`config.mk`:
```
export PLATFORM = sky130hd
export DESIGN_NAME = cond_exec_unit
export DESIGN_NICKNAME = d
export VERILOG_FILES = /design/src/rtl/cond_exec_unit.sv
export SDC_FILE = /design/constraint.sdc
export NUM_CORES = 1
export LEC_CHECK = 0
export BUFFER_PORTS_ARGS = -buffer_cell sky130_fd_sc_hd__buf_2
export CORE_ASPECT_RATIO = 1.75
export CORE_UTILIZATION = 50
export CTS_BUF_LIST = sky130_fd_sc_hd__clkbuf_8
export CTS_CLUSTER_SIZE = 25
export DETAILED_ROUTE_END_ITERATION = 8
export GPL_ROUTABILITY_DRIVEN = 0
export GPL_TIMING_DRIVEN = 0
export PLACE_DENSITY = 0.88
export REMOVE_ABC_BUFFERS = 1
export SYNTH_ARGS = -nofsm -noshare
export SYNTH_HDL_FRONTEND = slang
export SYNTH_SLANG_ARGS = --single-unit
```
`constraint.sdc`:
```
create_clock -name clk -period 2.3 [get_ports clk]
set_input_delay 0 -clock clk [delete_from_list [all_inputs] [get_ports clk]]
set_output_delay 0 -clock clk [all_outputs]
set_load 0.005 [all_outputs]
```
`src/rtl/cond_exec_unit.sv`:
```
// Execute-stage ID/EX register, NZCV flags register and condition-gated enables.
// Optional squash counter enabled with macro COND_EXEC_SQUASH_CNT_EN.
module cond_exec_unit #(
   parameter logic [3:0]  RESET_FLAGS = 4'b0000,
   parameter int unsigned CNT_W       = 16
) (
   input  logic             clk,
   input  logic             reset,
   input  logic             StallE,
   input  logic             FlushE,
   input  logic             PCSrcD,
   input  logic             RegWriteD,
   input  logic             MemtoRegD,
   input  logic             MemWriteD,
   input  logic             BranchD,
   input  logic             ALUSrcD,
   input  logic             NoWriteD,
   input  logic [2:0]       ALUControlD,
   input  logic [1:0]       FlagWriteD,
   input  logic [3:0]       CondD,
   input  logic [3:0]       ALUFlags,
   output logic             PCSrcE,
   output logic             RegWriteE,
   output logic             MemWriteE,
   output logic             MemtoRegE,
   output logic             ALUSrcE,
   output logic [2:0]       ALUControlE,
   output logic             BranchTakenE,
   output logic             CondExE,
`ifdef COND_EXEC_SQUASH_CNT_EN
   output logic [CNT_W-1:0] SquashCnt,
`endif
   output logic [3:0]       Flags
);

   localparam int unsigned ALUC_W = 3;
   localparam int unsigned FW_W   = 2;
   localparam int unsigned COND_W = 4;

   logic              valid_e;
   logic              pcsrc_e;
   logic              regwrite_e;
   logic              memtoreg_e;
   logic              memwrite_e;
   logic              branch_e;
   logic              alusrc_e;
   logic              nowrite_e;
   logic [ALUC_W-1:0] alucontrol_e;
   logic [FW_W-1:0]   flagwrite_e;
   logic [COND_W-1:0] cond_e;
   logic [3:0]        flags_q;
   logic              cond_ex;
   logic              gate;

   if (CNT_W < 1) begin : g_bad_cnt_w
      $error("CNT_W must be at least 1");
   end

   // ID/EX pipeline register: flush beats stall
   always_ff @(posedge clk or posedge reset) begin
      if (reset) begin
         valid_e      <= 1'b0;
         pcsrc_e      <= 1'b0;
         regwrite_e   <= 1'b0;
         memtoreg_e   <= 1'b0;
         memwrite_e   <= 1'b0;
         branch_e     <= 1'b0;
         alusrc_e     <= 1'b0;
         nowrite_e    <= 1'b0;
         alucontrol_e <= '0;
         flagwrite_e  <= '0;
         cond_e       <= '0;
      end else if (FlushE) begin
         valid_e      <= 1'b0;
         pcsrc_e      <= 1'b0;
         regwrite_e   <= 1'b0;
         memtoreg_e   <= 1'b0;
         memwrite_e   <= 1'b0;
         branch_e     <= 1'b0;
         alusrc_e     <= 1'b0;
         nowrite_e    <= 1'b0;
         alucontrol_e <= '0;
         flagwrite_e  <= '0;
         cond_e       <= '0;
      end else if (!StallE) begin
         valid_e      <= 1'b1;
         pcsrc_e      <= PCSrcD;
         regwrite_e   <= RegWriteD;
         memtoreg_e   <= MemtoRegD;
         memwrite_e   <= MemWriteD;
         branch_e     <= BranchD;
         alusrc_e     <= ALUSrcD;
         nowrite_e    <= NoWriteD;
         alucontrol_e <= ALUControlD;
         flagwrite_e  <= FlagWriteD;
         cond_e       <= CondD;
      end
   end

   // Condition evaluation against the architectural {N,Z,C,V}
   always_comb begin
      cond_ex = 1'b0;
      case (cond_e)
         4'b0000: cond_ex = flags_q[2];
         4'b0001: cond_ex = !flags_q[2];
         4'b0010: cond_ex = flags_q[1];
         4'b0011: cond_ex = !flags_q[1];
         4'b0100: cond_ex = flags_q[3];
         4'b0101: cond_ex = !flags_q[3];
         4'b0110: cond_ex = flags_q[0];
         4'b0111: cond_ex = !flags_q[0];
         4'b1000: cond_ex = flags_q[1] & !flags_q[2];
         4'b1001: cond_ex = !flags_q[1] | flags_q[2];
         4'b1010: cond_ex = (flags_q[3] == flags_q[0]);
         4'b1011: cond_ex = (flags_q[3] != flags_q[0]);
         4'b1100: cond_ex = !flags_q[2] & (flags_q[3] == flags_q[0]);
         4'b1101: cond_ex = flags_q[2] | (flags_q[3] != flags_q[0]);
         4'b1110: cond_ex = 1'b1;
         default: cond_ex = 1'b0;
      endcase
   end

   assign gate = valid_e & cond_ex;

   // Flags halves update independently; a held instruction rewrites identical values
   always_ff @(posedge clk or posedge reset) begin
      if (reset) begin
         flags_q <= RESET_FLAGS;
      end else if (gate) begin
         if (flagwrite_e[1]) flags_q[3:2] <= ALUFlags[3:2];
         if (flagwrite_e[0]) flags_q[1:0] <= ALUFlags[1:0];
      end
   end

`ifdef COND_EXEC_SQUASH_CNT_EN
   logic [CNT_W-1:0] squash_cnt;

   // Counts a squashed instruction once, on its last (unstalled) execute cycle
   always_ff @(posedge clk or posedge reset) begin
      if (reset) begin
         squash_cnt <= '0;
      end else if (valid_e && !cond_ex && !StallE) begin
         squash_cnt <= squash_cnt + CNT_W'(1);
      end
   end

   assign SquashCnt = squash_cnt;
`endif

   assign CondExE      = cond_ex;
   assign PCSrcE       = pcsrc_e & gate;
   assign RegWriteE    = regwrite_e & gate & !nowrite_e;
   assign MemWriteE    = memwrite_e & gate;
   assign BranchTakenE = branch_e & gate;
   assign MemtoRegE    = memtoreg_e;
   assign ALUSrcE      = alusrc_e;
   assign ALUControlE  = alucontrol_e;
   assign Flags        = flags_q;

endmodule

```
==> impl_metrics.json, run 1 <==
{
  "status": "completed",
  "die_area_um2": 2470,
  "clock_sinks": 21,
  "p_per_area_nw_per_um2": 679,
  "path_depth": 6,
  "synth_flop_cell": "dfrtp_1",
  "core_area_um2": 2120,
  "startpoint": "Flags[3]",
  "rr_startpoint": "Flags[3]",
  "mostFrequentLayoutCells": "buf_2 (37), nor2_1 (20), dlygate4sd3_1 (20), dfrtp_1 (17), mux2i_1 (17)",
  "ys_warn_count": 0,
  "synth-seq-cells": 21,
  "crit_end": "RegWriteE",
  "relSlewSlack": 0.468,
  "drtIter0Drc": 47,
  "grt_max_degree": 22,
  "cp_top_family": "simple AND/OR/NAND/NOR gates",
  "end_kind": "output port",
  "min_path_type": "primary input to register",
  "r2r_slack_ns": 0.25,
  "synth_edf_count": 0,
  "p_leak_nw": 0.810,
  "cp.required_ns": 2.30,
  "drtPass1Iterations": 4,
  "final_common_cell": "buf_2",
  "worst_path_largest_cell_delay_ns": 0.48,
  "clock_latency_ns": 0.27,
  "peakVddDrop_mv": 0.509,
  "port_buffers": 37,
  "final_antenna_net_count": 0,
  "start_util": 0.536,
  "wl_per_cell_um": 15.8,
  "final_cells": 188,
  "cp_max_fo": 9,
  "ioPinCount": 38,
  "crit_arrival_ns": 2.23,
  "rows": 22,
  "antenna_cells": 0,
  "crit_path_cell_trace": "xor2_1, or4_4, a311oi_4, or3_4, and4b_1, buf_2",
  "fin_crit_sh": 0.968,
  "setup_tns_ns": 0,
  "drive_above_1_share": 0.341,
  "htree_num_levels": 1,
  "grt_usage": 0.270,
  "worst_path_max_delay_cell": "dfrtp_2",
  "grt_pass1_wl_um": 4710,
  "power_mw": 1.10,
  "async_flop_share": 1.00,
  "r2r_end": "Flags[0]",
  "clk_pin_slew_ns": 0.08,
  "clock_path_buffers": 2,
  "route.vias.total": 1040,
  "cts_tree": "done",
  "path_buf_inv": 1,
  "final_util": 0.765,
  "path_class": "register to output port",
  "ys_types": 30,
  "rsz0062_at_grt": "no",
  "cts_buffers": 3,
  "syn_to_final_growth_pct": 42.7,
  "holdPathStages": 3,
  "period_needed_ns": 2.23,
  "drv_slew": 0,
  "drc": 0,
  "r2r_cells": 5,
  "synthesis.area_um2": 1140,
  "dpl.cell_count": 159,
  "cts_root_buf": "clkbuf_8",
  "totalWireLength_um": 2970,
  "via_per_inst": 5.53,
  "synth_seq_area_share": 0.463,
  "tightestPinTransition_ns": 0.797,
  "fp.dieH_um": 65.1,
  "startpoint_type": "register",
  "syn_inst": 105,
  "syn_area_per_cell_um2": 10.8,
  "nNetsFinal": 189,
  "overflow": 0,
  "grt_pass1_vias": 1039,
  "setup_viol": 0,
  "finClkSkew_ns": 0.00215,
  "max_cap_violations": 0,
  "max_freq_ghz": 0.449,
  "grt_antenna_before_repair": 0,
  "die_w_um": 38.0,
  "finalHoldViolCount": 0
}
## sequential cells by signal (all words and copies together), names as in the netlist, 2 cells and up
| register | cells |
|---|---|
| Flags | 4 |
| ALUControlE | 3 |
| flagwrite_e | 2 |
| cond_e | 4 |
## logic make-up (layout without fill, tap and decap cells)
family,count (synthesis),count (layout),synth area share
flip-flops,21,21,0.463
XOR/XNOR,1,1,0.00771
multiplexers,22,22,0.199
buffers and inverters,10,69,0.0363
AND/OR/NAND/NOR,41,41,0.197
AO/OA/AOI/OAI,10,10,0.0969
## final cells by class
cell class                      instances  area [µm²]
Clock buffer                            3        41.3
Tap cell                               24        30.0
Timing Repair Buffer                   62         423
Inverter                                3        11.3
Sequential cell                        21         531
Clock inverter                          1        5.00
Fill cell                             118         498
Multi-Input combinational cell         74         581
## how the worst min path moves through the flow
stage             start  slack, ns              to
2_1_floorplan     reset      -0.02  ALUControlE[0]
3_3_place_gp      reset       0.16       MemtoRegE
3_5_place_dp      reset       0.19  ALUControlE[1]
4_1_cts        CondD[1]      0.008       cond_e[1]
5_1_grt        CondD[1]       0.09       cond_e[1]
6_report       CondD[1]       0.07       cond_e[1]
## synth_stat cells (2+ instances only)
master    count  share of area
and3_1        4          0.022
o311ai_2      2          0.029
buf_2         3          0.013
nor2b_1       4          0.022
nor2_1       20          0.066
dfrtp_1      21           0.46
nor4bb_1      2          0.018
clkbuf_1      4          0.013
mux2i_1      17           0.15
inv_1         3         0.0099
a32oi_1       2          0.015
mux2_1        5          0.050
## metrics by stage
stage	setup slack [ns]	hold slack, ns	cell area (µm²)
final	0.0746	0.0684	1620
after global routing	0.00678	0.0886	1620
after floorplan	0.316	-0.0235	1110
after CTS	0.0148	0.00818	1570
after global placement	0.206	0.156	1320
after detailed placement	0.130	0.189	1320
## where the power goes
group | total [mW] | internal (mW) | switching [mW] | leakage (nW)
clock | 0.250 | 0.121 | 0.128 | 0.0255
combinational | 0.328 | 0.181 | 0.146 | 0.518
sequential | 0.524 | 0.426 | 0.0980 | 0.267
total | 1.10 | 0.728 | 0.373 | 0.810
## tightest hold or removal path: cells and delay by family
kind | cells | cell delay, ns
simple gates | 1 | 0.15
buf+inv | 1 | 0.08
mux | 1 | 0.06
## per-layer routing
metal	track usage	part of all wire	up-vias
met5	0	0	-
met4	0.107	0.017	0
met3	0.0377	0.042	5
met2	0.460	0.55	42
met1	0.326	0.39	501
li1	-	-	492
## timing repair
item	4_1_cts	5_1_grt
hold buffers	20	0
setup endpoints to repair	4	4
pin swaps	0	0
buffers inserted	0	5
hold endpoints to repair	40	0
gates resized for setup	2	4
No activity file was read; power rests on OpenSTA's default activity.
==> run 2: changes to the inputs <==
RECOVER_POWER = 50   (was not set)
==> run 2 against run 1 <==
Compared with the run above:
- first-iteration DRC count did not move
- highest routed layer unchanged
- die area did not move
- worst hold slack barely moved
- clock skew barely moved
- final cell count did not move
- via count did not move
- critical path depth did not move
- non-clock buffer count did not move
- fmax did not move
- utilization fell by 0.18 points
==> impl_metrics.json, run 2 (synthesized netlist as in run 1, its figures left out) <==
{
  "swShare": 0.339,
  "totalWireLength_um": 2970,
  "finalHoldViolCount": 0,
  "grt_antenna_before_repair": 0,
  "grt_pass1_wl_um": 4710,
  "ioPinCount": 38,
  "grt_usage": 0.270,
  "nNetsFinal": 189,
  "route.vias.total": 1040,
  "clock_path_buffers": 2,
  "clock_sinks": 21,
  "core_area_um2": 2120,
  "clk_pin_slew_ns": 0.08,
  "via_per_inst": 5.53,
  "cp_max_fo": 9,
  "setup_viol": 0,
  "p_clk_frac": 0.227,
  "internal-power_uw": 727,
  "end_kind": "output port",
  "cp.required_ns": 2.30,
  "period_needed_ns": 2.23,
  "syn_to_final_growth_pct": 42.4,
  "die_w_um": 38.0,
  "drive_above_1_share": 0.323,
  "final_util": 0.763,
  "clock_latency_ns": 0.27,
  "die_area_um2": 2470,
  "relSlewSlack": 0.468,
  "max_freq_ghz": 0.449,
  "drc": 0,
  "worst_path_max_delay_cell": "dfrtp_2",
  "fp.dieH_um": 65.1,
  "cts_tree": "done",
  "rows": 22,
  "p_sw_uw": 373,
  "setup_slack_ns": 0.0746,
  "combinationalPowerShare": 0.297,
  "overflow": 0,
  "crit_path_cell_trace": "xor2_1, or4_4, a311oi_4, or3_4, and4b_1, buf_2",
  "port_buffers": 37,
  "grt_pass1_vias": 1039,
  "pre_cts_ws_ns": 0.130,
  "final_common_cell": "buf_2",
  "htree_num_levels": 1,
  "setup_tns_ns": 0,
  "p_seq_frac": 0.476,
  "start_util": 0.536,
  "p_leak_nw": 0.803,
  "status": "completed",
  "crit_arrival_ns": 2.23,
  "path_class": "register to output port",
  "drtPass1Iterations": 4,
  "rsz0062_at_grt": "no",
  "worst_path_largest_cell_delay_ns": 0.48,
  "fin_crit_sh": 0.968,
  "p_per_area_nw_per_um2": 680,
  "startpoint_type": "register",
  "cts_buffers": 3,
  "drtIter0Drc": 47,
  "peakVddDrop_mv": 0.509,
  "nFillCells": 121,
  "max_cap_violations": 0,
  "drv_slew": 0,
  "min_path_type": "primary input to register",
  "cts_root_buf": "clkbuf_8",
  "tightestPinTransition_ns": 0.798,
  "wl_per_cell_um": 15.8,
  "grt_max_degree": 22,
  "final_antenna_net_count": 0,
  "mostFrequentLayoutCells": "buf_2 (35), nor2_1 (20), dlygate4sd3_1 (20), dfrtp_1 (18), mux2i_1 (17)",
  "antenna_cells": 0,
  "finClkSkew_ns": 0.00215
}
-- run 2: critical path: cells and delay by family, from the launching register on --
kind / cells / cell delay, ns
xor gates and xnor gates: 1 / 0.18
AOI/OAI and AO/OA: 1 / 0.34
buffers and inverters: 1 / 0.11
DFF: 1 / 0.48
and+or+nand+nor: 3 / 0.84
-- run 2: cell type report --
class / instances / area [µm²] / area share
multi-input cells: 74 / 581 / 0.359
clock inverters: 1 / 5.00 / 0.00309
clock buffers: 3 / 41.3 / 0.0255
inverters: 3 / 11.3 / 0.00696
well taps: 24 / 30.0 / 0.0186
repair buffers: 62 / 420 / 0.260
flip-flops and latches: 21 / 529 / 0.327
-- run 2: path summary, 6_finish.rpt --
path,start,endpoint,slack (ns),cells after the start
max in group asynchronous,reset,Flags[0],1.31,3
min in group asynchronous,reset,flagwrite_e[0],0.44,3
setup / recovery,Flags[3],RegWriteE,0.07,6
hold / removal,CondD[1],cond_e[1],0.07,3
hold reg to reg,ALUControlE[2],ALUControlE[2],0.54,2
setup reg to reg,Flags[3],Flags[0],0.25,5
-- run 2: timing repair --
item | in CTS | in global routing
hold endpoints to repair | 40 | 0
setup buffers | 0 | 5
gates resized for setup | 2 | 4
hold buffers | 20 | 0
endpoints found under the setup margin | 4 | 4
pin swaps | 0 | 0
-- run 2: power groups by stage --
stage	Clock, mW	Combinational [mW]	Sequential (mW)
2_1_floorplan	0	0.166	0.502
5_1_grt	0.263	0.360	0.534
6_report	0.250	0.327	0.524
3_5_place_dp	0	0.274	0.523
3_3_place_gp	0	0.264	0.517
4_1_cts	0.254	0.302	0.517
-- run 2: metrics by stage --
| step | cell area [µm²] | hold slack [ns] | instances | total power, mW |
|---|---|---|---|---|
| after global routing | 1620 | 0.0886 | 188 | 1.16 |
| after detailed placement | 1320 | 0.189 | 159 | 0.797 |
| after floorplan | 1110 | -0.0235 | 98 | 0.668 |
| after global placement | 1320 | 0.156 | 159 | 0.781 |
| final | 1620 | 0.0684 | 188 | 1.10 |
| after CTS | 1570 | 0.00818 | 183 | 1.07 |
-- run 2: routing by layer --
| metal | vias up | GRT usage | wire length (µm) |
|---|---|---|---|
| li1 | 492 | - | - |
| met1 | 501 | 0.326 | 1160 |
| met2 | 42 | 0.460 | 1630 |
| met3 | 5 | 0.0377 | 125 |
| met4 | 0 | 0.107 | 51 |
| met5 | - | 0 | 0 |
